--- config.mk ---
export PLATFORM = sky130hd
export DESIGN_NAME = irq_arbiter_wb_flat
export DESIGN_NICKNAME = d
export VERILOG_FILES = /design/src/rtl/irq_arbiter_wb_if.sv /design/src/rtl/irq_arbiter_wb.sv /design/src/flat_wrapper.sv
export SDC_FILE = /design/constraint.sdc
export NUM_CORES = 1
export LEC_CHECK = 0
export ABC_CLOCK_PERIOD_IN_PS = 13660
export CORE_MARGIN = 4
export CORE_UTILIZATION = 38
export CTS_CLUSTER_DIAMETER = 100
export DETAILED_ROUTE_END_ITERATION = 8
export PLACE_DENSITY = 0.58
export REMOVE_ABC_BUFFERS = 1
export SLEW_MARGIN = 20
export SYNTH_ARGS = -nofsm -noshare
export SYNTH_HDL_FRONTEND = slang
export SYNTH_SLANG_ARGS = --single-unit
export TNS_END_PERCENT = 100
--- constraint.sdc ---
create_clock -name clk_i -period 13.66 [get_ports clk_i]
set_input_delay 1.366 -clock clk_i [delete_from_list [all_inputs] [get_ports clk_i]]
set_output_delay 1.366 -clock clk_i [all_outputs]
set_load 0.005 [all_outputs]
--- src/rtl/irq_arbiter_wb_if.sv ---
// Wishbone slave bundle for the platform interrupt controller register port.
interface irq_arbiter_wb_if;
   localparam int unsigned ADR_W = 8;
   localparam int unsigned DAT_W = 32;

   logic             wb_cyc_i;
   logic             wb_stb_i;
   logic             wb_we_i;
   logic [ADR_W-1:0] wb_adr_i;
   logic [DAT_W-1:0] wb_dat_i;
   logic             wb_ack_o;
   logic [DAT_W-1:0] wb_dat_o;

   modport slave (
      input  wb_cyc_i, wb_stb_i, wb_we_i, wb_adr_i, wb_dat_i,
      output wb_ack_o, wb_dat_o
   );

   modport master (
      output wb_cyc_i, wb_stb_i, wb_we_i, wb_adr_i, wb_dat_i,
      input  wb_ack_o, wb_dat_o
   );
endinterface

--- src/rtl/irq_arbiter_wb.sv ---
// Platform interrupt controller: per-source gateways, priority arbiter and
// claim/complete register file behind a Wishbone slave port; drives meip_o.
module irq_arbiter_wb #(
   parameter int unsigned      N_SRC     = 8,
   parameter int unsigned      PRIO_W    = 3,
   parameter logic [N_SRC-1:0] EDGE_MASK = '0
) (
   input  logic             clk_i,
   input  logic             reset_i,
   irq_arbiter_wb_if.slave  wb,
   input  logic [N_SRC-1:0] irq_src_i,
   input  logic             irq_ack_i,
   output logic             meip_o
);

   localparam int unsigned ID_W    = 5;
   localparam int unsigned WORD_W  = 6;
   localparam int unsigned DAT_W   = 32;
   localparam int unsigned A_PRIO0 = 8;

   localparam logic [WORD_W-1:0] A_PENDING = 6'd0;
   localparam logic [WORD_W-1:0] A_ENABLE  = 6'd1;
   localparam logic [WORD_W-1:0] A_THRESH  = 6'd2;
   localparam logic [WORD_W-1:0] A_CLAIM   = 6'd3;
   localparam logic [WORD_W-1:0] A_ACK_ID  = 6'd4;

   logic [N_SRC-1:0]  r_pending;
   logic [N_SRC-1:0]  r_in_service;
   logic [N_SRC-1:0]  r_enable;
   logic [N_SRC-1:0]  r_prev;
   logic [PRIO_W-1:0] r_threshold;
   logic [PRIO_W-1:0] r_prio [N_SRC];
   logic [ID_W-1:0]   r_ack_id;
   logic              r_ack;
   logic              r_meip;
   logic [DAT_W-1:0]  r_dat;

   logic              w_req;
   logic              w_write;
   logic              w_wb_claim;
   logic              w_hw_claim;
   logic              w_claim;
   logic              w_complete;
   logic [WORD_W-1:0] w_word;
   logic [ID_W-1:0]   w_cpl_id;
   logic [ID_W-1:0]   w_best_id;
   logic [N_SRC-1:0]  w_elig;
   logic [N_SRC-1:0]  w_claim_mask;
   logic [N_SRC-1:0]  w_cpl_mask;
   logic [N_SRC-1:0]  w_pending_nxt;
   logic [DAT_W-1:0]  w_rdata;
   logic              w_unused;

   assign wb.wb_ack_o = r_ack;
   assign wb.wb_dat_o = r_dat;
   assign meip_o      = r_meip;

   // A strobe is accepted only while ack is low, so back-to-back strobes ack every other cycle.
   assign w_req      = wb.wb_cyc_i & wb.wb_stb_i & ~r_ack;
   assign w_write    = w_req & wb.wb_we_i;
   assign w_word     = wb.wb_adr_i[7:2];
   assign w_cpl_id   = wb.wb_dat_i[ID_W-1:0];
   assign w_wb_claim = w_req & ~wb.wb_we_i & (w_word == A_CLAIM);
   assign w_hw_claim = irq_ack_i & ~w_wb_claim;
   assign w_claim    = w_wb_claim | w_hw_claim;
   assign w_complete = w_write & (w_word == A_CLAIM);
   assign w_unused   = ^{wb.wb_dat_i, wb.wb_adr_i[1:0]};

   // Arbiter: strict '>' while scanning upward keeps the lowest ID on a priority tie.
   always_comb begin
      logic [PRIO_W-1:0] v_prio;
      v_prio    = r_threshold;
      w_best_id = '0;
      w_elig    = '0;
      for (int unsigned k = 0; k < N_SRC; k++) begin
         w_elig[k] = r_pending[k] & r_enable[k] & (r_prio[k] > r_threshold);
         if (w_elig[k] && (r_prio[k] > v_prio)) begin
            v_prio    = r_prio[k];
            w_best_id = ID_W'(k + 1);
         end
      end
   end

   // Gateways; a claim overrides the gateway for the claimed source.
   always_comb begin
      w_claim_mask  = '0;
      w_cpl_mask    = '0;
      w_pending_nxt = '0;
      for (int unsigned k = 0; k < N_SRC; k++) begin
         w_claim_mask[k] = w_claim & (w_best_id == ID_W'(k + 1));
         w_cpl_mask[k]   = w_complete & (w_cpl_id == ID_W'(k + 1));
         if (EDGE_MASK[k]) begin
            w_pending_nxt[k] = r_pending[k] | (irq_src_i[k] & ~r_prev[k] & ~r_in_service[k]);
         end else begin
            w_pending_nxt[k] = irq_src_i[k] & ~r_in_service[k];
         end
         w_pending_nxt[k] = w_pending_nxt[k] & ~w_claim_mask[k];
      end
   end

   always_comb begin
      w_rdata = '0;
      case (w_word)
         A_PENDING: w_rdata = DAT_W'({r_pending, 1'b0});
         A_ENABLE:  w_rdata = DAT_W'({r_enable, 1'b0});
         A_THRESH:  w_rdata = DAT_W'(r_threshold);
         A_CLAIM:   w_rdata = DAT_W'(w_best_id);
         A_ACK_ID:  w_rdata = DAT_W'(r_ack_id);
         default: begin
            for (int unsigned k = 0; k < N_SRC; k++) begin
               if (w_word == WORD_W'(A_PRIO0 + k)) w_rdata = DAT_W'(r_prio[k]);
            end
         end
      endcase
   end

   // meip_o excludes the source being claimed so it falls the cycle after the claim.
   always_ff @(posedge clk_i or negedge reset_i) begin
      if (!reset_i) begin
         r_pending    <= '0;
         r_in_service <= '0;
         r_enable     <= '0;
         r_prev       <= '0;
         r_threshold  <= '0;
         r_ack_id     <= '0;
         r_ack        <= 1'b0;
         r_meip       <= 1'b0;
         r_dat        <= '0;
         for (int unsigned k = 0; k < N_SRC; k++) r_prio[k] <= '0;
      end else begin
         r_ack        <= w_req;
         r_prev       <= irq_src_i;
         r_pending    <= w_pending_nxt;
         r_in_service <= (r_in_service & ~w_cpl_mask) | w_claim_mask;
         r_meip       <= |(w_elig & ~w_claim_mask);
         if (w_hw_claim) r_ack_id <= w_best_id;
         if (w_req) r_dat <= w_rdata;
         if (w_write) begin
            case (w_word)
               A_ENABLE: r_enable    <= wb.wb_dat_i[N_SRC:1];
               A_THRESH: r_threshold <= wb.wb_dat_i[PRIO_W-1:0];
               default: begin
                  for (int unsigned k = 0; k < N_SRC; k++) begin
                     if (w_word == WORD_W'(A_PRIO0 + k)) r_prio[k] <= wb.wb_dat_i[PRIO_W-1:0];
                  end
               end
            endcase
         end
      end
   end

endmodule
--- src/flat_wrapper.sv ---
// flat-port wrapper written by rule: the top's interface ports become plain ports
module irq_arbiter_wb_flat 
#(
   parameter int unsigned      N_SRC     = 8,
   parameter int unsigned      PRIO_W    = 3,
   parameter logic [N_SRC-1:0] EDGE_MASK = '0
)
  (clk_i, reset_i, irq_src_i, irq_ack_i, meip_o, wb_wb_cyc_i, wb_wb_stb_i, wb_wb_we_i, wb_wb_adr_i, wb_wb_dat_i, wb_wb_ack_o, wb_wb_dat_o);
  irq_arbiter_wb_if wb_i ();
  input  logic clk_i;
  input  logic reset_i;
  input  logic [N_SRC-1:0] irq_src_i;
  input  logic irq_ack_i;
  output logic meip_o;
  input wire logic [$bits(wb_i.wb_cyc_i)-1:0] wb_wb_cyc_i;
  input wire logic [$bits(wb_i.wb_stb_i)-1:0] wb_wb_stb_i;
  input wire logic [$bits(wb_i.wb_we_i)-1:0] wb_wb_we_i;
  input wire logic [$bits(wb_i.wb_adr_i)-1:0] wb_wb_adr_i;
  input wire logic [$bits(wb_i.wb_dat_i)-1:0] wb_wb_dat_i;
  output wire logic [$bits(wb_i.wb_ack_o)-1:0] wb_wb_ack_o;
  output wire logic [$bits(wb_i.wb_dat_o)-1:0] wb_wb_dat_o;
  assign wb_i.wb_cyc_i = wb_wb_cyc_i;
  assign wb_i.wb_stb_i = wb_wb_stb_i;
  assign wb_i.wb_we_i = wb_wb_we_i;
  assign wb_i.wb_adr_i = wb_wb_adr_i;
  assign wb_i.wb_dat_i = wb_wb_dat_i;
  assign wb_wb_ack_o = wb_i.wb_ack_o;
  assign wb_wb_dat_o = wb_i.wb_dat_o;
  irq_arbiter_wb #(.N_SRC(N_SRC), .PRIO_W(PRIO_W), .EDGE_MASK(EDGE_MASK)) u_core (.clk_i(clk_i), .reset_i(reset_i), .wb(wb_i), .irq_src_i(irq_src_i), .irq_ack_i(irq_ack_i), .meip_o(meip_o));
endmodule
* Word level (Yosys, flattened, before mapping)
Index checks and enable logic that the tools add are counted.
** Storage, ports and cells
- Bits in registers :: 90
- Latch bits :: 0
- Bits in writable memories :: 0
- Bits in read-only memories :: 0
- Input bits :: 54
- Logic and storage cells :: 185
- Memories kept :: 0
** Operators by class
- Add/subtract/negate cells :: 0
- $mul :: 0
- Divide/modulo/power cells :: 0
- Order comparisons :: 15
- Equal/unequal tests :: 28
- Shift operators :: 0
- Multiplexer cells :: 24
- Bitwise gates (word level) :: 81
- Reductions and logical operators :: 21
** Operator list (number)
- $pmux W32 S5 :: 1
- $and A1 B1 Y1 :: 55
- $eq A6 B4 Y1 const B :: 8
- $gt A3 B3 Y1 :: 15
- $mux W3 :: 15
- $eq A5 B3 Y1 const B :: 8
- $mux W5 :: 7
- $reduce_and A3 Y1 :: 8
- $eq A5 B2 Y1 const B :: 4
- $not A1 Y1 :: 20
- $and A8 B8 Y8 :: 2
- $not A8 Y8 :: 2
- $eq A6 B2 Y1 const B :: 2
- $eq A5 B1 Y1 const B :: 2
- $eq A5 B4 Y1 const B :: 2
- $logic_and A1 B1 Y1 :: 8
- $or A8 B8 Y8 :: 1
- $reduce_or A8 Y1 :: 1
- $eq A6 B1 Y1 const B :: 1
- $eq A6 B3 Y1 const B :: 1
- $logic_not A6 Y1 :: 1
- $reduce_and A2 Y1 :: 2
- $reduce_or A2 Y1 :: 1
- $mux W1 :: 1
- $or A1 B1 Y1 :: 1

* Longest topological paths before layout
- Depth in word-level cells :: 30
- Mapped depth :: 68

* Least setup slack after synthesis
No wires, ideal clock.
- Path type :: register to register
- Start :: register u_core.r_threshold[2]
- End :: register u_core.r_meip, in the netlist u_core.meip_o
- Setup time :: 0.129 ns
- Arrival :: 12.199 ns
- Slack :: 1.333 ns
- Stages on the path, launching flop included :: 66
- Path buffers :: 3
- Clock period less this slack :: 12.327 ns
- Path through :: dfrtp_1 -> inv_1 -> ha_1 -> nor2_1 -> a31o_2 -> nor2_4 -> mux2_2 -> ha_1 -> or2_2 -> buf_1 -> a211oi_1 -> o311a_1 -> o21ai_0 -> mux2_2 -> ha_1 -> nor2_1 -> nand2_1 -> o211a_1 -> [30 not listed] -> a21o_1 -> a21oi_1 -> a31oi_1 -> nand2b_1 -> clkbuf_1 -> mux2_2 -> ha_1 -> nor2b_1 -> o21ai_0 -> nand2b_1 -> and3_1 -> clkbuf_1 -> nor2b_1 -> a31oi_1 -> a21o_1 -> a31o_1 -> a211o_1 -> a2111o_1
** On the way
- Word-level cells in the longest chain between the ends :: 30
- Elaborated cells on any way between the ends :: 65
- Classes of those cells :: order compare (15); eq/ne (8); mux (15); bitwise (18); reduce/logical (9)
** Ends and longest elaborated chain
- start, declared :: RTL line irq_arbiter_wb.sv:31 : logic [PRIO_W-1:0] r_threshold;
- start signal, assigned :: RTL line irq_arbiter_wb.sv:141 : A_THRESH: r_threshold <= wb.wb_dat_i[PRIO_W-1:0];
- $gt A3 B3 Y1 :: RTL line irq_arbiter_wb.sv:76, irq_arbiter_wb.sv:77
- $and A1 B1 Y1 :: RTL line irq_arbiter_wb.sv:76 : w_elig[k] = r_pending[k] & r_enable[k] & (r_prio[k] > r_threshold);
- $logic_and A1 B1 Y1 :: RTL line irq_arbiter_wb.sv:77 : if (w_elig[k] && (r_prio[k] > v_prio)) begin
- $mux W3 :: RTL line irq_arbiter_wb.sv:77
- $gt A3 B3 Y1 :: RTL line irq_arbiter_wb.sv:77
- $logic_and A1 B1 Y1 :: RTL line irq_arbiter_wb.sv:77
- $mux W3 :: RTL line irq_arbiter_wb.sv:77
- $gt A3 B3 Y1 :: RTL line irq_arbiter_wb.sv:77
- [14 not listed]
- $gt A3 B3 Y1 :: RTL line irq_arbiter_wb.sv:77
- $logic_and A1 B1 Y1 :: RTL line irq_arbiter_wb.sv:77
- $mux W5 :: RTL line irq_arbiter_wb.sv:77
- $eq A5 B1 Y1 (tied with other cells) :: RTL line irq_arbiter_wb.sv:90 : w_claim_mask[k] = w_claim & (w_best_id == ID_W'(k + 1));
- $and A1 B1 Y1 :: RTL line irq_arbiter_wb.sv:90
- $not A8 Y8 :: RTL line irq_arbiter_wb.sv:135 : r_meip <= |(w_elig & ~w_claim_mask);
- $and A8 B8 Y8 (*) :: RTL line irq_arbiter_wb.sv:135
- $reduce_or A8 Y1 (*) :: RTL line irq_arbiter_wb.sv:135
- end signal, assigned :: RTL line irq_arbiter_wb.sv:135
- end, declared :: RTL line irq_arbiter_wb.sv:35 : logic r_meip;
Every way passes the cells marked *; elsewhere a longest branch is shown, timed or not.
A chain may end at the register's enable or synchronous reset.

* Worst setup path in the final report
- Start :: register u_core.r_threshold[1]
- End :: register u_core.r_meip, in the netlist u_core.meip_o
Same word-level chain as after synthesis.

==> impl_metrics.py <==
metrics = {
    "run_status": {
        "outcome": "finished, final reports clean",
    },
    "setup_path": {
        "cp.required_ps": 13870,
        "critPathLaunchType": "flip-flop",
        "cpMaxStageDelayCell": "dfrtp_1",
        "path_max_fanout": 8,
        "slowest_delay_ps": 460,
        "crit_arrival_ps": 13020,
        "cp_common_cell": "ha_1",
        "end_kind": "flip-flop",
        "worstSetupPathType": "flip-flop to flip-flop",
    },
    "global_route": {
        "grt_overflow_total": 0,
        "antenna_found_initial": 0,
        "grt_max_degree": 67,
        "grt_pass1_wl_mm": 22.15,
        "grt_usage_pct": 19.40,
        "grt_pass1_vias": 4034,
    },
    "synth": {
        "ys_seq_area_share_pct": 33.81,
        "synth_top_area_share_pct": 33.81,
        "synthCells": 513,
        "synth-async-reset-ratio_pct": 100.0,
        "post_synth_num_cell_types": 77,
        "synth_area_leader_cell": "dfrtp_1",
        "synth_area_sq_um": 4885,
        "synth-edff-count": 0,
        "ys.warnings.count": 0,
        "yosys_most_used_dff": "dfrtp_1",
        "ys_seq_elements": 66,
        "postSynthAreaPerCell_sq_um": 9.522,
        "ys_top_cells_by_area": "dfrtp_1 (34%), ha_1 (9.0%), mux2_2 (8.8%), buf_4 (3.5%), nand2_1 (3.5%)",
    },
    "routing": {
        "ant_nets": 0,
        "drt-wirelength-per-cell_um": 19.20,
        "drt-vias-per-instance": 5.673,
        "first_pass_iters": 5,
        "drt-total-wl_mm": 14.09,
        "drc": 0,
        "drt-initial-drc-count": 392,
        "vias": 4164,
    },
    "cts": {
        "path_clk_slew_ps": 60,
        "h-tree-depth": 3,
        "clock_path_buffers": 2,
        "worstSkewPairLatency_ps": 330,
        "cts_sinks": 66,
        "clock-root-buffer": "clkbuf_16",
        "cts_made_buffers": 9,
        "cts_tree": "built",
    },
    "die": {
        "dieWidth_um": 121.4,
        "ios": 88,
        "rows": 41,
        "design.core.area_sq_um": 12620,
        "dieArea_sq_um": 14730,
        "initial_core_util_pct": 38.71,
        "die_h_um": 121.4,
    },
    "power": {
        "ir_drop_mv": 0.05413,
        "power_density_nw_per_um2": 96.15,
        "leakagePower_nw": 2.548,
        "finalPower_uw": 550.5,
    },
    "timing": {
        "max_slew_margin_pct": 35.80,
        "fmax_mhz": 78.10,
        "worstMarginPinSlew_ps": 954.3,
        "hold_viol": 0,
        "fin_crit_sh_pct": 93.74,
        "fin_ws_ps": 855.5,
        "drv_slew": 0,
        "finalCriticalPeriod_ps": 12800,
        "fin_skew_ps": 4.430,
        "setup_viol": 0,
    },
    "place": {
        "port_buffers": 39,
        "place_ws_ps": 663.2,
        "gp_congestion": 0.8641,
        "dpl.hpwl_mm": 10.80,
    },
    "flow_run": {
        "max_cap_violations": 0,
    },
    "finish": {
        "final_cell_mix": "dfrtp_1 (66), nand2_1 (46), mux2_2 (38), clkdlybuf4s50_1 (38), ha_1 (35)",
        "n_fill_cell": 1260,
        "antenna_cells": 0,
        "seq_area_sq_um": 1652,
        "final_common_cell": "dfrtp_1",
        "synthToLayoutAreaGrowth_pct": 17.21,
        "num-nets-final": 646,
        "drive_above_1_share_pct": 17.62,
        "multi_input_area_sq_um": 3009,
    },
    "hold_path": {
        "hold_path_class": "flip-flop to flip-flop",
    },
}
==> timing repair <==
item	in CTS	in global routing
resized for setup	0	4
hold buffers	0	0
setup endpoints to repair	0	5
buffers inserted	0	2
==> worst paths after layout <==
path / start / end / slack, ps / cells past startpoint
min reg2reg: u_core.r_in_service[1]$_DFF_PN0_ / u_core.r_pending[1]$_DFF_PN0_ / 430 / 1
max in group asynchronous: reset_i / u_core.meip_o$_DFF_PN0_ / 11870 / 2
min: u_core.r_in_service[1]$_DFF_PN0_ / u_core.r_pending[1]$_DFF_PN0_ / 430 / 1
max reg2reg: u_core.r_threshold[1]$_DFFE_PN0P_ / u_core.meip_o$_DFF_PN0_ / 860 / 64
min in group asynchronous: reset_i / u_core.wb.wb_dat_o[4]$_DFFE_PN0P_ / 1230 / 2
max: u_core.r_threshold[1]$_DFFE_PN0P_ / u_core.meip_o$_DFF_PN0_ / 860 / 64
==> power breakdown <==
| group | switching (mW) | leakage [nW] | internal (mW) |
|---|---|---|---|
| Clock | 0.0916 | 0.146 | 0.143 |
| Combinational | 0.0501 | 1.54 | 0.0431 |
| Sequential | 0.0134 | 0.866 | 0.210 |
| Total | 0.155 | 2.55 | 0.395 |
==> logic make-up (layout without fill, tap and decap cells) <==
family                   Yosys count  count (layout)  share of synthesized area [%]
other                              1              23                        0.07677
buffers and inverters             60              87                          6.532
AO/OA/AOI/OAI                    133             133                          20.85
multiplexers                      47              47                          11.89
adder cells (fa/ha/maj)           36              36                          9.170
flip-flops                        66              66                          33.81
AND/OR/NAND/NOR                  170             170                          17.67
==> metal layers <==
| layer | global-route usage [%] | share of wire (%) | up-vias |
|---|---|---|---|
| met3 | 3.030 | 4.9 | 19 |
| met2 | 30.47 | 46 | 124 |
| met5 | 0 | 0 | - |
| li1 | - | - | 1963 |
| met1 | 27.42 | 47 | 2058 |
| met4 | 6.092 | 2.1 | 0 |
==> metrics by stage <==
stage          hold WS, ps  instance area, sq um  setup TNS [ps]  util (%)  instances
3_3_place_gp         413.3                  5395               0     42.75        716
3_5_place_dp         426.6                  5395               0     42.75        716
4_1_cts              434.8                  5698               0     45.15        732
5_1_grt              442.1                  5725          -5.083     45.37        734
6_report             434.2                  5725               0     45.37        734
2_1_floorplan        401.9                  4727               0         -        496
==> worst max-delay path, delay by kind of cell, from the launching register on <==
| family | cells | cell delay (ps) |
|---|---|---|
| AO/OA/AOI/OAI | 29 | 5450 |
| AND/OR/NAND/NOR | 19 | 2640 |
| adder cells (fa/ha/maj) | 8 | 2270 |
| multiplexers | 6 | 1690 |
| flip-flops | 1 | 460 |
| buffers and inverters | 2 | 140 |
==> area by class of cell <==
cell class                      instances  area share [%]
Multi-Input combinational cell        409           52.56
Sequential cell                        66           28.85
Timing Repair Buffer                   50           8.173
Clock buffer                            9           3.934
Tap cell                              172           3.759
Inverter                               21           1.377
Clock inverter                          7           1.355
==> cell usage after synthesis, types with 9 or more instances <==
| master | number |
|---|---|
| ha_1 | 35 |
| nand2_1 | 46 |
| nor2b_1 | 11 |
| mux2_2 | 38 |
| dfrtp_1 | 66 |
| nand2b_1 | 10 |
| nand3_1 | 19 |
| a21oi_1 | 15 |
| buf_4 | 23 |
| o21ai_0 | 33 |
| inv_1 | 20 |
| nor2_1 | 35 |
| clkbuf_1 | 12 |
| nor3_1 | 9 |
| a221oi_1 | 11 |
==> state kept, by name (all words and copies together) (netlist names) <==
signal,flops
u_core.r_threshold,3
u_core.meip_o,1
u_core.wb.wb_ack_o,1
u_core.wb.wb_dat_o,9
u_core.r_ack_id,4
u_core.r_pending,8
u_core.r_in_service,8
u_core.r_prio,24
u_core.r_enable,8
Power figures use the tool's default switching activity.
